### config.mk
export PLATFORM = sky130hd
export DESIGN_NAME = hash_move_ctrl_flat
export DESIGN_NICKNAME = d
export VERILOG_FILES = /design/src/rtl/hash_move_ctrl_if.sv /design/src/rtl/hash_move_ctrl.sv /design/src/flat_wrapper.sv
export SDC_FILE = /design/constraint.sdc
export NUM_CORES = 1
export LEC_CHECK = 0
export BUFFER_PORTS_ARGS = -buffer_cell sky130_fd_sc_hd__buf_2
export CORE_UTILIZATION = 57
export DETAILED_ROUTE_END_ITERATION = 16
export PLACE_DENSITY = 0.87
export SYNTH_ARGS = -nofsm -noshare
export SYNTH_HDL_FRONTEND = slang
export SYNTH_SLANG_ARGS = --single-unit
### constraint.sdc
create_clock -name clk -period 8.3 [get_ports clk]
set_clock_uncertainty 0.05 [all_clocks]
set_input_delay 1.245 -clock clk [delete_from_list [all_inputs] [get_ports clk]]
set_output_delay 1.245 -clock clk [all_outputs]
set_load 0.01 [all_outputs]
### src/rtl/hash_move_ctrl_if.sv
// Signal bundle between the tic-tac-toe move controller and its surroundings
// (buttons in, game core feedback in, move presentation out).
interface hash_move_ctrl_if;
    logic       btn_next;
    logic       btn_confirm;
    logic [8:0] occupied;
    logic       game_over;
    logic [3:0] position;
    logic       player;
    logic [3:0] cursor;
    logic       invalid;
    logic       busy;

    modport master (
        input  btn_next, btn_confirm, occupied, game_over,
        output position, player, cursor, invalid, busy
    );

    modport slave (
        output btn_next, btn_confirm, occupied, game_over,
        input  position, player, cursor, invalid, busy
    );
endinterface

### src/rtl/hash_move_ctrl.sv
// Tic-tac-toe input stage: debounces two buttons, steers a cursor over free
// cells and presents each move to the game core as a one-cycle position strobe.
module hash_move_ctrl #(
    parameter int         DEBOUNCE_CYCLES = 4,
    parameter int         ACK_TIMEOUT     = 8,
    parameter logic [3:0] IDLE_POS        = 4'hF
) (
    input logic              clk,
    input logic              reset,
    hash_move_ctrl_if.master bus
);
    localparam int DB_W = $clog2(DEBOUNCE_CYCLES) + 1;
    localparam int AW   = $clog2(ACK_TIMEOUT) + 1;

    typedef enum logic [1:0] {S_SELECT, S_COMMIT, S_WAIT_ACK, S_LOCKED} state_e;

    // Bit 0 = next button, bit 1 = confirm button.
    logic [1:0]      raw_btn;
    logic [1:0]      sync1_q, sync2_q, level_q, press_q;
    logic [DB_W-1:0] db_cnt_q [2];

    assign raw_btn = {bus.btn_confirm, bus.btn_next};

    always_ff @(posedge clk) begin
        if (reset) begin
            sync1_q <= '0;
            sync2_q <= '0;
            level_q <= '0;
            press_q <= '0;
            for (int i = 0; i < 2; i++) db_cnt_q[i] <= '0;
        end else begin
            // NOTE: non-blocking everywhere here so each flop samples the pre-edge value of the one before it.
            sync1_q <= raw_btn;
            sync2_q <= sync1_q;
            press_q <= '0;
            for (int i = 0; i < 2; i++) begin
                if (sync2_q[i] == level_q[i]) begin
                    db_cnt_q[i] <= '0;
                end else if (db_cnt_q[i] >= DB_W'(DEBOUNCE_CYCLES - 1)) begin
                    level_q[i]  <= sync2_q[i];
                    press_q[i]  <= sync2_q[i];
                    db_cnt_q[i] <= '0;
                end else begin
                    db_cnt_q[i] <= db_cnt_q[i] + DB_W'(1);
                end
            end
        end
    end

    // First free cell after cur (wrapping 8->0); cur itself if none is free.
    function automatic logic [3:0] next_free(input logic [3:0] cur, input logic [8:0] occ);
        logic [3:0] idx;
        logic       found;
        next_free = cur;
        found     = 1'b0;
        idx       = cur;
        for (int k = 1; k < 9; k++) begin
            idx = (idx == 4'd8) ? 4'd0 : idx + 4'd1;
            if (!found && !occ[idx]) begin
                next_free = idx;
                found     = 1'b1;
            end
        end
    endfunction

    state_e        state_q, state_d;
    logic [3:0]    cursor_q, cursor_d;
    logic          player_q, player_d;
    logic          invalid_q, invalid_d;
    logic [AW-1:0] ack_cnt_q, ack_cnt_d;

    always_ff @(posedge clk) begin
        if (reset) begin
            state_q   <= S_SELECT;
            cursor_q  <= '0;
            player_q  <= 1'b0;
            invalid_q <= 1'b0;
            ack_cnt_q <= '0;
        end else begin
            state_q   <= state_d;
            cursor_q  <= cursor_d;
            player_q  <= player_d;
            invalid_q <= invalid_d;
            ack_cnt_q <= ack_cnt_d;
        end
    end

    always_comb begin
        // NOTE: every output of this block gets a default first so no path can infer a latch.
        state_d   = state_q;
        cursor_d  = cursor_q;
        player_d  = player_q;
        invalid_d = 1'b0;
        ack_cnt_d = ack_cnt_q;
        if (bus.game_over) begin
            state_d = S_LOCKED;
        end else begin
            unique case (state_q)
                S_SELECT: begin
                    ack_cnt_d = '0;
                    if (press_q[1]) begin
                        if (bus.occupied[cursor_q]) invalid_d = ~invalid_q;
                        else                        state_d   = S_COMMIT;
                    end else if (press_q[0]) begin
                        cursor_d = next_free(cursor_q, bus.occupied);
                    end
                end
                // The commit cycle counts toward the acknowledge window.
                S_COMMIT: begin
                    ack_cnt_d = AW'(1);
                    state_d   = S_WAIT_ACK;
                end
                S_WAIT_ACK: begin
                    if (bus.occupied[cursor_q]) begin
                        player_d = ~player_q;
                        state_d  = S_SELECT;
                    end else if (ack_cnt_q >= AW'(ACK_TIMEOUT - 1)) begin
                        invalid_d = ~invalid_q;
                        state_d   = S_SELECT;
                    end else begin
                        ack_cnt_d = ack_cnt_q + AW'(1);
                    end
                end
                S_LOCKED: state_d = S_LOCKED;
                default:  state_d = S_SELECT;
            endcase
        end
    end

    assign bus.position = (state_q == S_COMMIT) ? cursor_q : IDLE_POS;
    assign bus.player   = player_q;
    assign bus.cursor   = cursor_q;
    assign bus.invalid  = invalid_q;
    assign bus.busy     = (state_q == S_COMMIT) || (state_q == S_WAIT_ACK);
endmodule

### src/flat_wrapper.sv
// flat-port wrapper written by rule: the top's interface ports become plain ports
module hash_move_ctrl_flat 
#(
    parameter int         DEBOUNCE_CYCLES = 4,
    parameter int         ACK_TIMEOUT     = 8,
    parameter logic [3:0] IDLE_POS        = 4'hF
)
  (clk, reset, bus_btn_next, bus_btn_confirm, bus_occupied, bus_game_over, bus_position, bus_player, bus_cursor, bus_invalid, bus_busy);
  hash_move_ctrl_if bus_i ();
  input logic clk;
  input logic reset;
  input wire logic [$bits(bus_i.btn_next)-1:0] bus_btn_next;
  input wire logic [$bits(bus_i.btn_confirm)-1:0] bus_btn_confirm;
  input wire logic [$bits(bus_i.occupied)-1:0] bus_occupied;
  input wire logic [$bits(bus_i.game_over)-1:0] bus_game_over;
  output wire logic [$bits(bus_i.position)-1:0] bus_position;
  output wire logic [$bits(bus_i.player)-1:0] bus_player;
  output wire logic [$bits(bus_i.cursor)-1:0] bus_cursor;
  output wire logic [$bits(bus_i.invalid)-1:0] bus_invalid;
  output wire logic [$bits(bus_i.busy)-1:0] bus_busy;
  assign bus_i.btn_next = bus_btn_next;
  assign bus_i.btn_confirm = bus_btn_confirm;
  assign bus_i.occupied = bus_occupied;
  assign bus_i.game_over = bus_game_over;
  assign bus_position = bus_i.position;
  assign bus_player = bus_i.player;
  assign bus_cursor = bus_i.cursor;
  assign bus_invalid = bus_i.invalid;
  assign bus_busy = bus_i.busy;
  hash_move_ctrl #(.DEBOUNCE_CYCLES(DEBOUNCE_CYCLES), .ACK_TIMEOUT(ACK_TIMEOUT), .IDLE_POS(IDLE_POS)) u_core (.clk(clk), .reset(reset), .bus(bus_i));
endmodule
==> results of run 1 <==
[layer usage]
metal	track usage	share of wire	vias up
met1	0.4030	0.39	2065
met3	0.04834	0.088	59
li1	-	-	1991
met4	0.1311	0.047	0
met5	0	0	-
met2	0.5518	0.47	278
[kinds of logic after synthesis]
kind of cell,after synthesis,share of synthesized area
xor gates and xnor gates,9,0.02077
buffers and inverters,43,0.05358
AOI/OAI and AO/OA,161,0.3323
adders and majority gates,28,0.08429
muxes,33,0.1075
DFF,26,0.1397
and+or+nand+nor,198,0.2610
other,1,0.0009022
[power groups by stage]
stage / clock network (mW) / logic (mW) / registers, mW
after floorplan: 0 / 0.161 / 0.140
after global placement: 0 / 0.206 / 0.141
after detailed placement: 0 / 0.210 / 0.141
after CTS: 0.106 / 0.212 / 0.138
after global routing: 0.110 / 0.238 / 0.139
final: 0.104 / 0.222 / 0.138
[through the flow]
stage / cells / utilization / instance area [µm²] / hold WS, ps / setup slack [ps]
global route: 628 / 0.6591 / 4552 / 398.3 / -90.65
CTS: 619 / 0.6417 / 4432 / 389.4 / 25.56
floorplan: 504 / - / 4175 / 363.8 / 304.2
detailed placement: 615 / 0.6310 / 4358 / 369.9 / 9.646
finish: 628 / 0.6591 / 4552 / 395.5 / 329.8
global placement: 615 / 0.6310 / 4358 / 376.6 / 329.1
[state kept, by name (all words and copies together), names as in the netlist]
name,cells
u_core.ack_cnt_q,4
u_core.bus.cursor,4
u_core.sync1_q,2
u_core.state_q,2
u_core.db_cnt_q,6
u_core.bus.invalid,1
u_core.press_q,2
u_core.level_q,2
u_core.sync2_q,2
u_core.bus.player,1
[cells in the mapped netlist, drive strengths merged, types with 6 or more instances]
| cell type | n |
|---|---|
| a2111oi | 6 |
| a211o | 6 |
| a211oi | 18 |
| a21oi | 34 |
| and2 | 7 |
| and3 | 7 |
| buf | 11 |
| clkbuf | 6 |
| dfxtp | 20 |
| edfxtp | 6 |
| ha | 28 |
| inv | 25 |
| mux2i | 21 |
| mux4 | 9 |
| nand2 | 48 |
| nand2b | 7 |
| nand3 | 15 |
| nor2 | 45 |
| nor2b | 13 |
| nor3 | 15 |
| nor3b | 6 |
| o211ai | 12 |
| o21ai | 25 |
| or3 | 7 |
| xnor2 | 6 |
[path summary, 6_finish.rpt]
kind,to,slack [ps],start
worst min-delay path,u_core.bus.invalid,400,u_core.bus.invalid
worst max-delay path,u_core.bus.cursor[0],330,u_core.bus.cursor[0]
worst max register to register,u_core.bus.cursor[0],330,u_core.bus.cursor[0]
worst min register to register,u_core.bus.invalid,400,u_core.bus.invalid
[worst max-delay path: cells and delay by family (launching register included)]
kind,cells,cell delay (ps)
buffers and inverters,6,610
and+or+nand+nor,10,1520
adders and majority gates,7,1470
AOI/OAI and AO/OA,17,3930
DFF,1,320
[cell type report]
type	count	area, µm²
tap	96	120.1
sequential	26	581.8
timing repair buffer	41	247.7
clock inverter	1	30.03
clock buffer	3	41.29
fill	585	2355
inverter	26	105.1
multi-input combinational	435	3426
[what timing repair did]
| action | in CTS | in global routing |
|---|---|---|
| endpoints found under the setup margin | 3 | 4 |
| pin swaps | 0 | 4 |
| resized for setup | 1 | 16 |
| buffers inserted | 0 | 9 |
==> impl_results.md, run 1 <==
- Drt first-iter violations: 398
- Worst Path Required: 8430 ps
- Status: complete, no violations
- Dominant synthesized flop cell: dfxtp_1
- CTS H-tree lvls: 1
- Post-synthesis async set-or-reset flop share: 0
- Yosys top cell area share: 0.09633
- Global-route wire length before repair: 19400 µm
- CTS max path bufs: 2
- Flop pwr share: 0.298
- Worst path slowest cell: a221oi_1
- R2R depth: 40
- Critical path class: flop to flop
- Final GP Congestion: 0.9993
- Post-synthesis sequential area ratio: 0.1397
- Clock latency on the worst-skew pair: 270 ps
- CP endpoint kind: flop
- Sw power: 179.2 µW
- Largest stage delay on the critical path: 600 ps
- Relative slew slack: 0.3182
- Post-synth top area cell: dfxtp_1
- Worst-Margin Slew: 1009 ps
- Final setup violation count: 0
- Type of the tightest min-delay check: flop to flop
- DIE HEIGHT: 87.40 µm
- Fmax: 125.5 MHz
- Final Hold Viols: 0
- Clock power frac: 0.225
- Effective utilization at floorplan: 0.6018
- # nets final: 575
- Number of global-route vias before repair: 3966
- Io pins: 25
- Logic pwr share: 0.477
- Average size of a mapped cell: 8.330 µm²
- Crit-path max FO: 9
- Detailed-route wire length: 12500 µm
- Post-Synthesis Cells: 499
- Row Count: 30
- Fin crit period: 7970 ps
- Root buffer cell: clkbuf_8
- Post-CTS Hold Fix Bufs: 0
- DRC viols: 0
- IO buf count: 24
- Layout area overhead: 9.512%
- Layout cells sized above 1: 0.2368
- Max-Cap Viols: 0
- Worst Path Arrival: 8100 ps
- CTS buffer count: 3
- Die ar.: 0.007638 mm²
- Synth area leaders: dfxtp_1 (9.6%), ha_1 (8.4%), mux2i_1 (5.1%)
- CTS sink count: 26
- Max VDD drop: 56.33 µV
- Fin. max-slew vios: 0
- Startpoint Class: flop
- Most common cell after layout, fill and taps aside: nand2_1
- Worst hold stages: 1
- Post-route setup TNS: 0 ps
- Initial antenna violation count: 0
- Largest net degree at the start of global routing: 23
- Antenna-violating nets left: 0
- Total GRT Usage: 0.3222
- Vias: 4393
- Die width: 87.40 µm
- Final global-route overflow total: 0
- Area of the mapped netlist: 0.004156 mm²
- CTS tree: yes
- Post-synth cell types: 109
- N_diodes: 0
- Clock transition at path regs: 90 ps
- Final period utilization: 0.9603
- Cell Int Power: 285.3 µW
- #FFs+latches synth: 26
- P per Cell Area: 102.1 mW/mm²
- Core ar.: 0.006907 mm²
- Initial DRT Pass Iterations: 5
- Vias/cell: 6.995
- Wire length per cell: 19.90 µm
- Pleak: 1.781 nW
- Detailed Place HPWL: 9236 µm
- Post-layout power: 464.5 µW
- Post-synth EDFFs: 6
- Syn. warnings: 0
- Most frequent cells in the layout: nand2_1 (46), nor2_1 (40), a21oi_1 (30)
- Switching Fraction: 0.3858
Note: power is estimated with default switching activity, not from simulation.
==> run 2: changes to the inputs <==
Settings changed: CORE_UTILIZATION 57 to 58, PLACE_DENSITY 0.87 to 0.86.
Clock period 8.3 ns to 7.6 ns, I/O delays scaled along.
==> run 2 against run 1 <==
Register-to-register slack worse by 110 ps; cell count grew 2.5%; worst hold slack lost 1.7 ps; combinational power is 21% higher; sequential cell count is the same; clock-buffer cell count is the same; global-route usage increased by 2.1 points; largest cell class unchanged; power increased by 16%; critical path depth is 1 higher; utilization increased by 4.0 points; via count rose by 2.0%.
==> impl_results.md, run 2 (synthesis gave the netlist of run 1 again) <==
- Clock transition at path regs: 100 ps (about the same)
- Hold Path Sink: u_core.sync2_q[0]
- Root buffer cell: clkbuf_8
- Drt first-iter violations: 506 (+27%)
- Status: complete, no violations
- Pre-CTS WS: -106.2 ps (-115.9 ps)
- Pleak: 1.871 nW (+5.1%)
- Most frequent cells in the layout: nand2_1 (45), nor2_1 (40), buf_4 (33)
- IO buf count: 24 (unchanged)
- Layout cells sized above 1: 0.2810 (+0.04418)
- Detailed Place HPWL: 9495 µm (+2.8%)
- Worst reg2reg endpoint: u_core.bus.cursor[0]
- Most common cell after layout, fill and taps aside: nand2_1
- Hold path start: u_core.sync1_q[0]
- Effective utilization at floorplan: 0.6051 (+0.003289)
- CTS tree: yes
- Detailed-route wire length: 13080 µm (+4.7%)
- Post-route setup TNS: 0 ps (unchanged)
- Final period utilization: 0.9709 (+0.01061)
- Largest net degree at the start of global routing: 23 (unchanged)
- Crit-path max FO: 7 (-2)
- Global-route wire length before repair: 20310 µm (+4.7%)
- Relative slew slack: 0.3399 (+0.02168)
- Vias/cell: 6.958 (-0.53%)
- Max-Cap Viols: 0 (unchanged)
- Final GP Congestion: 0.9709 (-2.8%)
- WL met1: 5402 µm (+9.6%)
- Worst path slowest cell: mux4_2
- Top sig layer: met4
- Io pins: 25 (unchanged)
- Post-CTS Hold Fix Bufs: 0 (unchanged)
- CTS max path bufs: 2 (unchanged)
- Largest Register: u_core.db_cnt_q
- Max VDD drop: 91.29 µV (+62%)
- P per Cell Area: 111.7 mW/mm² (+9.5%)
- Critical path's top delay family: compound AO/OA/AOI/OAI gates
- Fin. max-slew vios: 0 (unchanged)
- Type of the tightest min-delay check: flop to flop
- Total GRT Usage: 0.3429 (+0.02069)
- Met3 WL: 1151 µm (+4.3%)
- Die ar.: 0.007509 mm² (-1.7%)
- Core ar.: 0.006869 mm² (-0.54%)
- CP endpoint kind: flop
- Fin crit period: 7379 ps (-591.5 ps)
- Critical path class: flop to flop
- Clock latency on the worst-skew pair: 280 ps (about the same)
- Row Count: 30 (unchanged)
- Number of buffers and inverters on the critical path: 7 (+1)
- # nets final: 591 (+2.8%)
- R2R depth: 41 (+2.5%)
- Layout area overhead: 15.53%
- Worst-Margin Slew: 976.9 ps (-32.08 ps)
- Post-layout power: 536.6 µW (+16%)
- Initial DRT Pass Iterations: 9 (+4)
- DRC viols: 0 (unchanged)
- Worst Slack Setup Final: 221.3 ps (-108.5 ps)
- Reg2reg setup slack: 220 ps (-110 ps)
- Final setup violation count: 0 (unchanged)
- Vias: 4481 (+2.0%)
- Reg2reg start: u_core.bus.cursor[0]
- Largest stage delay on the critical path: 560 ps (-40 ps)
- Worst hold stages: 1 (unchanged)
- CTS H-tree lvls: 1 (unchanged)
- Met2 wire len: 6127 µm (+4.3%)
- Largest register FFs: 6 (unchanged)
- CTS sink count: 26 (unchanged)
- CTS buffer count: 3 (unchanged)
- Initial antenna violation count: 0 (unchanged)
- N_diodes: 0 (unchanged)
- Die width: 86.66 µm (-0.85%)
- Worst Path Required: 7750 ps (-680 ps)
- Worst Path Arrival: 7520 ps (-580 ps)
- Final Util: 0.6991 (+0.04003)
- Fmax: 135.5 MHz (+8.0%)
- Final Hold Viols: 0 (unchanged)
- Worst setup startpoint: u_core.bus.cursor[0]
- DIE HEIGHT: 86.66 µm (-0.85%)
- Number of global-route vias before repair: 4094 (+3.2%)
- Antenna-violating nets left: 0 (unchanged)
- Final global-route overflow total: 0 (unchanged)
- Startpoint Class: flop
- Wire length per cell: 20.31 µm (+2.1%)
## run 2: final cells by class
cell class                      instances  area, µm²
Clock buffer                            3      41.29
Inverter                               26      112.6
Tap cell                               96      120.1
Clock inverter                          1      30.03
Sequential cell                        26      584.3
Fill cell                             559       2067
Multi-Input combinational cell        435       3546
Timing Repair Buffer                   57      367.9
## run 2: worst max-delay path by stage
| stage | to | slack [ps] | cells after the start |
|---|---|---|---|
| final | u_core.bus.cursor[0] | 220 | 41 |
| after global routing | u_core.bus.cursor[3] | -100 | 43 |
| after CTS | u_core.bus.cursor[2] | -4 | 42 |
| after detailed placement | u_core.bus.cursor[2] | -110 | 42 |
| after global placement | u_core.bus.cursor[2] | 130 | 42 |
| after floorplan | u_core.bus.cursor[2] | 7 | 44 |
## run 2: metal layers
layer | track usage | vias to the layer above
met5 | 0 | -
met4 | 0.1061 | 0
met3 | 0.05143 | 58
met2 | 0.5779 | 261
met1 | 0.4519 | 2141
li1 | - | 2021
## run 2: power breakdown
group | leakage (nW) | internal [mW] | switching [mW]
registers | 0.226 | 0.146 | 0.00414
logic | 1.61 | 0.105 | 0.163
clock network | 0.0357 | 0.0706 | 0.0466
## run 2: through the flow
stage / hold slack (ps) / area, µm² / std cells
floorplan: 363.8 / 4280 / 504
detailed placement: 391.5 / 4519 / 623
global route: 403.9 / 4802 / 644
finish: 393.8 / 4802 / 644
CTS: 394.3 / 4614 / 628
global placement: 355.7 / 4519 / 623
## run 2: repair_timing
item,CTS,global route
endpoints found under the setup margin,4,4
resized for setup,4,14
pin swaps,1,12
buffers inserted,1,16
gates cloned,0,0
